--- src/rtl/ctrl_pkg.sv ---
// Shared encodings for the multicycle MIPS control path: opcodes, functs,
// FSM states, datapath select codes and the decoded instruction classes.
package ctrl_pkg;

    localparam logic [5:0] OP_RTYPE = 6'h00;
    localparam logic [5:0] OP_J     = 6'h02;
    localparam logic [5:0] OP_JAL   = 6'h03;
    localparam logic [5:0] OP_BNE   = 6'h05;
    localparam logic [5:0] OP_ADDI  = 6'h08;
    localparam logic [5:0] OP_XORI  = 6'h0E;
    localparam logic [5:0] OP_LW    = 6'h23;
    localparam logic [5:0] OP_SW    = 6'h2B;

    localparam logic [5:0] FN_JR    = 6'h08;
    localparam logic [5:0] FN_ADD   = 6'h20;
    localparam logic [5:0] FN_SUB   = 6'h22;
    localparam logic [5:0] FN_SLT   = 6'h2A;

    localparam logic [1:0] ALU_ADD  = 2'd0;
    localparam logic [1:0] ALU_SUB  = 2'd1;
    localparam logic [1:0] ALU_XOR  = 2'd2;
    localparam logic [1:0] ALU_SLT  = 2'd3;

    localparam logic [1:0] RD_RT    = 2'd0;
    localparam logic [1:0] RD_RD    = 2'd1;
    localparam logic [1:0] RD_RA    = 2'd2;

    localparam logic [1:0] WB_ALU   = 2'd0;
    localparam logic [1:0] WB_MEM   = 2'd1;
    localparam logic [1:0] WB_PC4   = 2'd2;

    typedef enum logic [2:0] {
        S_FETCH   = 3'd0,
        S_DECODE  = 3'd1,
        S_EXEC    = 3'd2,
        S_EXEC_BR = 3'd3,
        S_MEM     = 3'd4,
        S_WB      = 3'd5,
        S_HALT    = 3'd6
    } state_t;

    typedef enum logic [3:0] {
        IC_LW, IC_SW, IC_J, IC_JAL, IC_BNE, IC_XORI, IC_ADDI,
        IC_ADD, IC_SUB, IC_SLT, IC_JR, IC_ILLEGAL
    } iclass_t;

    function automatic logic is_rtype_alu(iclass_t c);
        return (c == IC_ADD) || (c == IC_SUB) || (c == IC_SLT);
    endfunction

endpackage

--- src/rtl/instr_decode.sv ---
// Combinational instruction classifier: opcode/funct to class enum plus
// an illegal flag for anything outside the supported subset.
module instr_decode
    import ctrl_pkg::*;
(
    input  logic [5:0] opcode,
    input  logic [5:0] funct,
    output iclass_t    iclass,
    output logic       illegal
);

    always_comb begin
        iclass = IC_ILLEGAL;
        case (opcode)
            OP_LW:   iclass = IC_LW;
            OP_SW:   iclass = IC_SW;
            OP_J:    iclass = IC_J;
            OP_JAL:  iclass = IC_JAL;
            OP_BNE:  iclass = IC_BNE;
            OP_XORI: iclass = IC_XORI;
            OP_ADDI: iclass = IC_ADDI;
            OP_RTYPE: begin
                case (funct)
                    FN_ADD:  iclass = IC_ADD;
                    FN_SUB:  iclass = IC_SUB;
                    FN_SLT:  iclass = IC_SLT;
                    FN_JR:   iclass = IC_JR;
                    default: iclass = IC_ILLEGAL;
                endcase
            end
            default: iclass = IC_ILLEGAL;
        endcase
        illegal = (iclass == IC_ILLEGAL);
    end

endmodule

--- src/rtl/multicycle_control.sv ---
// Multicycle control FSM for the Lab3 MIPS CPU: sequences fetch, decode,
// execute, memory and write-back, and counts retired instructions.
module multicycle_control
    import ctrl_pkg::*;
#(
    parameter bit          HALT_ON_ILLEGAL = 1'b1,
    parameter int unsigned CNT_W           = 32
) (
    input  logic             clk,
    input  logic             reset,
    input  logic [31:0]      instr,
    input  logic             alu_zero,
    output logic             ir_we,
    output logic             write_pc,
    output logic             is_branch,
    output logic             is_jump,
    output logic             is_jr,
    output logic             reg_we,
    output logic [1:0]       reg_dst,
    output logic [1:0]       wb_sel,
    output logic             mem_we,
    output logic             alu_src,
    output logic [1:0]       alu_op,
    output logic [2:0]       state,
    output logic             instr_done,
    output logic             halted,
    output logic [CNT_W-1:0] instr_count
);

    state_t           state_q;
    iclass_t          iclass;
    logic             illegal;
    logic [CNT_W-1:0] count_q;
    logic             unused_instr_bits;

    assign unused_instr_bits = ^instr[25:6];

    instr_decode u_decode (
        .opcode (instr[31:26]),
        .funct  (instr[5:0]),
        .iclass (iclass),
        .illegal(illegal)
    );

    always_ff @(posedge clk) begin
        if (reset) begin
            state_q <= S_FETCH;
            count_q <= '0;
        end else begin
            if (write_pc)
                count_q <= count_q + CNT_W'(1);
            case (state_q)
                S_FETCH:  state_q <= S_DECODE;
                S_DECODE: begin
                    if (illegal)
                        state_q <= HALT_ON_ILLEGAL ? S_HALT : S_FETCH;
                    else if (iclass == IC_J || iclass == IC_JAL || iclass == IC_JR)
                        state_q <= S_FETCH;
                    else if (iclass == IC_BNE)
                        state_q <= S_EXEC_BR;
                    else
                        state_q <= S_EXEC;
                end
                S_EXEC:    state_q <= (iclass == IC_LW || iclass == IC_SW) ? S_MEM : S_WB;
                S_EXEC_BR: state_q <= S_FETCH;
                S_MEM:     state_q <= (iclass == IC_SW) ? S_FETCH : S_WB;
                S_WB:      state_q <= S_FETCH;
                S_HALT:    state_q <= S_HALT;
                default:   state_q <= S_FETCH;
            endcase
        end
    end

    always_comb begin
        ir_we     = 1'b0;
        write_pc  = 1'b0;
        is_branch = 1'b0;
        is_jump   = 1'b0;
        is_jr     = 1'b0;
        reg_we    = 1'b0;
        reg_dst   = RD_RT;
        wb_sel    = WB_ALU;
        mem_we    = 1'b0;
        alu_src   = 1'b0;
        alu_op    = ALU_ADD;
        halted    = 1'b0;
        case (state_q)
            S_FETCH: ir_we = 1'b1;
            S_DECODE: begin
                case (iclass)
                    IC_J: begin
                        write_pc = 1'b1;
                        is_jump  = 1'b1;
                    end
                    IC_JAL: begin
                        write_pc = 1'b1;
                        is_jump  = 1'b1;
                        reg_we   = 1'b1;
                        reg_dst  = RD_RA;
                        wb_sel   = WB_PC4;
                    end
                    IC_JR: begin
                        write_pc = 1'b1;
                        is_jr    = 1'b1;
                    end
                    IC_ILLEGAL: write_pc = !HALT_ON_ILLEGAL;
                    default: ;
                endcase
            end
            S_EXEC: begin
                alu_src = !is_rtype_alu(iclass);
                case (iclass)
                    IC_XORI: alu_op = ALU_XOR;
                    IC_SUB:  alu_op = ALU_SUB;
                    IC_SLT:  alu_op = ALU_SLT;
                    default: alu_op = ALU_ADD;
                endcase
            end
            S_EXEC_BR: begin
                alu_op    = ALU_SUB;
                write_pc  = 1'b1;
                is_branch = ~alu_zero;
            end
            S_MEM: begin
                if (iclass == IC_SW) begin
                    mem_we   = 1'b1;
                    write_pc = 1'b1;
                end
            end
            S_WB: begin
                reg_we   = 1'b1;
                write_pc = 1'b1;
                reg_dst  = is_rtype_alu(iclass) ? RD_RD : RD_RT;
                wb_sel   = (iclass == IC_LW) ? WB_MEM : WB_ALU;
            end
            S_HALT:  halted = 1'b1;
            default: ;
        endcase
        // Reset suppresses every strobe so an abandoned instruction leaves no side effect.
        if (reset) begin
            ir_we    = 1'b0;
            write_pc = 1'b0;
            reg_we   = 1'b0;
            mem_we   = 1'b0;
        end
    end

    assign instr_done  = write_pc;
    assign state       = state_q;
    assign instr_count = count_q;

endmodule

--- config.mk ---
export PLATFORM = sky130hd
export DESIGN_NAME = multicycle_control
export DESIGN_NICKNAME = d
export VERILOG_FILES = /design/src/rtl/ctrl_pkg.sv /design/src/rtl/instr_decode.sv /design/src/rtl/multicycle_control.sv
export SDC_FILE = /design/constraint.sdc
export NUM_CORES = 1
export LEC_CHECK = 0
export ABC_AREA = 1
export CORE_MARGIN = 2
export CORE_UTILIZATION = 60
export CTS_CLUSTER_DIAMETER = 200
export DETAILED_ROUTE_END_ITERATION = 16
export DONT_BUFFER_PORTS = 1
export GPL_TIMING_DRIVEN = 0
export PLACE_DENSITY = 0.83
export SETUP_SLACK_MARGIN = 0.4
export SYNTH_ARGS = -nofsm -noshare
export SYNTH_HDL_FRONTEND = slang
export SYNTH_SLANG_ARGS = --single-unit
export TNS_END_PERCENT = 50
--- constraint.sdc ---
create_clock -name clk -period 2.22 [get_ports clk]
set_input_delay 0.222 -clock clk [delete_from_list [all_inputs] [get_ports clk]]
set_output_delay 0.222 -clock clk [all_outputs]
set_load 0.01 [all_outputs]
# == After elaboration in Yosys (flattened, before gate mapping) ==
# Index checks and enable logic that the tools add are counted.
# W data, S select, Z words.
# op_classes
addsub,1
n_eq_ne,27
n_mux,33
bitwise,1
n_reduce_logical,12
# op_table
cell,n
$add A32 B1 Y32 const B,1
$pmux W4 S8,1
$eq A6 B6 Y1 const B,5
$mux W1,20
$eq A6 B4 Y1 const B,3
$eq A4 B4 Y1 const B,4
$pmux W4 S4,1
$pmux W3 S5,1
$eq A4 B3 Y1 const B,3
$eq A6 B2 Y1 const B,2
$pmux W2 S2,3
$eq A3 B3 Y1 const B,3
$eq A4 B2 Y1 const B,2
$eq A3 B2 Y1 const B,2
$eq A6 B3 Y1 const B,1
$logic_not A6 Y1,1
$mux W3,2
$pmux W2 S3,1
$logic_or A1 B1 Y1,5
$eq A4 B1 Y1 const B,1
$logic_not A4 Y1,1
$mux W2,2
$reduce_or A2 Y1,2
$eq A3 B1 Y1 const B,1
other kinds (6),6
# totals
regBits,35
in_bits,35
output_inout_bits,51
word_cells,76

# == Depth between registers and ports, before layout ==
# logic_depth
word_depth,9
ltp_mapped,15
depth_no_buf,14

# == Modules after synthesis ==
# From an unflattened synthesis, not the netlist that was laid out.
# hier_totals
cells_unflattened,485
hier_area_um2,2685.1
# modules_own_cells
module,n_inst,cells_per_inst,area_per_inst_um2
multicycle_control,1,419,2368.5
instr_decode,1,66,316.6

# == Worst setup path before layout ==
# Ideal clock, no wire load.
# synth_path
path_kind,register to output
start,register state_q[1] (netlist: state[1])
end,output write_pc
arrival_ns,1.715
slack_ns,0.283
stages_incl_launch_ff,12
n_path_buf,2
cell_sequence,dfxtp_1 -> inv_1 -> nand2_1 -> nor2_1 -> inv_1 -> nor2_1 -> a31oi_1 -> nand3_4 -> nand2_8 -> buf_12 -> inv_1 -> buf_4
# synth_between
elab_chain_cells,4
# synth_rtl
element,line_no,source
"start, declared",multicycle_control.sv:30,state_t state_q;
"start signal, assigned",multicycle_control.sv:56,state_q <= HALT_ON_ILLEGAL ? S_HALT : S_FETCH;
"start signal, assigned",multicycle_control.sv:64,S_EXEC: state_q <= (iclass == IC_LW || iclass == IC_SW) ? S_MEM : S_WB;
"start signal, assigned",multicycle_control.sv:66,S_MEM: state_q <= (iclass == IC_SW) ? S_FETCH : S_WB;
$eq A3 B2 Y1 or $eq A3 B3 Y1 (tied branches),multicycle_control.sv:87,case (state_q)
$reduce_or A2 Y1 (no line),n/a,
$pmux W1 S3 (*),multicycle_control.sv:87,
$mux W1 (*),multicycle_control.sv:140,if (reset) begin
"end, declared",multicycle_control.sv:14,"output logic write_pc,"
# Every way passes the cells marked *; elsewhere a longest branch is shown, timed or not.

# == Final worst setup path ==
# Ends and elaborated chain as after synthesis.

==> impl_metrics.tcl <==
set metrics [dict create \
    cp-start-kind "flip-flop" \
    antenna_found_initial 0 \
    ios 86 \
    place_area_mm2 0.00291 \
    place_hpwl_mm 5.33 \
    crit_path_end_kind "output pin" \
    diodes 0 \
    htreeDepth 2 \
    powerDensity_mw_per_mm2 489 \
    crit_buf_inv 5 \
    clk_latency_ns 0.30 \
    top_usage_layer "met2" \
    cp_num_cells 11 \
    core_area_mm2 0.00444 \
    r2r_end "instr_count[25]$_SDFFE_PP0P_" \
    slew_headroom_pct 51.3 \
    use_met1_pct 36.9 \
    clock_skew_ns 0.0157 \
    reg2reg_slack_ns 0.43 \
    viasPerCell 5.98 \
    vias 2920 \
    syn_area_mm2 0.00283 \
    fin_util_pct 77.2 \
    grt_max_degree 12 \
    dieArea_mm2 0.00528 \
    layout_common_cells "70 x nand2_1, 43 x nand3_1, 39 x nor2_1" \
    final_common_cell "nand2_1" \
    drtIter0Drc 221 \
    slowest_stage "dfxtp_4" \
    rr_worst_depth 8 \
    clock-sinks 35 \
    holdPathEnd "state[0]$_SDFF_PP0_" \
    min_delay_path_depth 5 \
    place_inst 456 \
    slew_violations 0 \
    synth_largest_area_cell "dfxtp_1" \
    dr.pass1.iters 5 \
    portBuffers 0 \
    worst_pin_slew_ns 0.731 \
    area_growth_pct 21.2 \
    grt_pass1_vias 2623 \
    postSynthAreaPerCell_um2 7.01 \
    finalNonFillerCells 488 \
    maxCapViolations 0 \
    overflow 0 \
    crit_fanout 6 \
    hold_path_class "primary input to flip-flop" \
    crit_family "simple AND/OR/NAND/NOR gates" \
    cts_root_buf "clkbuf_8" \
    use_met3_pct 5.80 \
    start_util_pct 63.7 \
    rr_startpoint "instr_count[7]$_SDFFE_PP0P_" \
    clockBufferDepth 2 \
    drc 0 \
    postLayoutCellArea_mm2 0.00343 \
    synthTopCellsByArea "dfxtp_1 25%, nand2_1 9.5%, a21oi_2 8.7%" \
    postRouteAntennaNets 0 \
    clkTransAtPathRegs_ns 0.07 \
    synth_cell_types 34 \
    synth_top_area_share_pct 24.8 \
    gp_congestion 1.00 \
    vdd_drop_max_v 0.000390 \
    rows 24 \
    num-nets-final 471 \
    cp.required_ns 2.00 \
    yosys_warnings 0 \
    grt_use_met2_pct 50.2 \
    wl_per_cell_um 16.6 \
    finalCriticalPeriod_ns 1.91 \
    drive_above_1_share_pct 41.5 \
    leakagePower_nw 1.25 \
    slowest_delay_ns 0.39 \
    yosysSeqAreaShare_pct 24.8 \
    hold_path.startpoint "instr[29]" \
    finalSetupViolCount 0 \
    hold_buffers 0 \
    synth_nets 440 \
    fin_crit_sh_pct 86.2 \
    grt_pass1_wl_mm 12.4 \
    cp_cell_sequence "inv_4 > nand2_4 > nor2_4 > inv_4 > nor2_4 > a31oi_4 > nand3_4 > nand2_8 > buf_12 > clkinv_8 > buf_6" \
    die_w_um 72.7 \
    ys_ff_latch 35 \
    worst_ep_arrival_time_ns 1.69 \
    fillCellCount 315 \
    track_usage_pct 29.4 \
    drt-total-wl_mm 8.10 \
    outcome "completed" \
    fp.dieH_um 72.7 \
    numCtsBuffers 5 \
    rsz0062_at_grt "yes" \
    synth_cells 404 \
    cts_tree "done" \
    crit_type "flip-flop to output pin" \
    fmax_mhz 523 \
    hold_violations 0 \
]
==> power breakdown <==
part	switching, W	total, W	internal, W	leakage, nW
clock network	0.000245	0.000460	0.000215	0.0477
registers	0.0000612	0.000715	0.000654	0.298
logic	0.000292	0.000502	0.000210	0.904
total	0.000599	0.00168	0.00108	1.25
==> final cells by class <==
class,count,area (um2),area share [%]
buffer,15,141,4.12
clock buffer,5,68.8,2.01
clock inverter,3,15.0,0.438
inverter,37,160,4.67
multi-input combinational,317,2050,59.7
sequential,35,752,21.9
tap,52,65.1,1.90
timing repair buffer,24,180,5.25
==> synth_stat cells (all sizes together) <==
cell	count
nand2	105
nor2	59
nand3	50
dfxtp	35
inv	33
a21oi	31
xor2	20
nor3	11
nor4	11
buf	10
xnor2	10
nand4	9
clkbuf	5
clkinv	4
o21ai	4
a21boi	2
a31oi	2
ha	1
nor3b	1
o211ai	1
==> registers in the layout, summed over array words and instances (netlist names) <==
| register | count |
|---|---|
| state | 3 |
| instr_count | 32 |
==> logic make-up (layout without fill, tap and decap cells) <==
kind of cell	after synthesis	count (layout)	synth area share, %
AOI/OAI and AO/OA	40	40	11.5
xor gates and xnor gates	30	30	9.28
adders and majority gates	1	1	0.442
buffers and inverters	52	84	9.77
DFF	35	35	24.8
and+or+nand+nor	246	246	44.2
==> worst min-delay path: cells and delay by family <==
family                 cells  cell delay [ns]
and+or+nand+nor            3             0.17
AOI/OAI and AO/OA          1             0.09
buffers and inverters      1             0.03
==> metrics by stage <==
stage	power, W	worst slack (ns)	hold slack, ns	setup TNS [ns]
global placement	0.00103	-0.0772	0.496	-0.0772
detailed placement	0.00104	-0.0407	0.495	-0.0407
finish	0.00168	0.307	0.255	0
floorplan	0.000982	0.392	0.492	0
CTS	0.00158	0.305	0.253	0
global route	0.00174	0.262	0.314	0
==> how the worst max path moves through the flow <==
stage / startpoint / to / slack [ns]
3_3_place_gp: instr_count[1]$_SDFFE_PP0P_ / instr_count[24]$_SDFFE_PP0P_ / -0.08
3_5_place_dp: instr_count[1]$_SDFFE_PP0P_ / instr_count[24]$_SDFFE_PP0P_ / -0.04
2_1_floorplan: instr_count[1]$_SDFFE_PP0P_ / instr_count[24]$_SDFFE_PP0P_ / 0.39
5_1_grt: instr_count[8]$_SDFFE_PP0P_ / instr_count[25]$_SDFFE_PP0P_ / 0.26
6_report: state[1]$_SDFF_PP0_ / write_pc / 0.31
4_1_cts: state[1]$_SDFF_PP0_ / write_pc / 0.31
==> metal layers <==
layer  share of wire [%]  wire length [um]  vias up
met5                   0                 0        -
met4                 3.4               272        0
met3                 7.5               608       28
met2                  49              3980      163
met1                  40              3230     1342
li1                    -                 -     1387
==> repair_timing <==
| action | 4_1_cts | 5_1_grt |
|---|---|---|
| pin swaps | 4 | 11 |
| buffers inserted | 8 | 16 |
| resized for setup | 39 | 47 |
| cloned | 0 | 0 |
| setup endpoints to repair | 27 | 34 |
(Power assumes the default switching activity.)
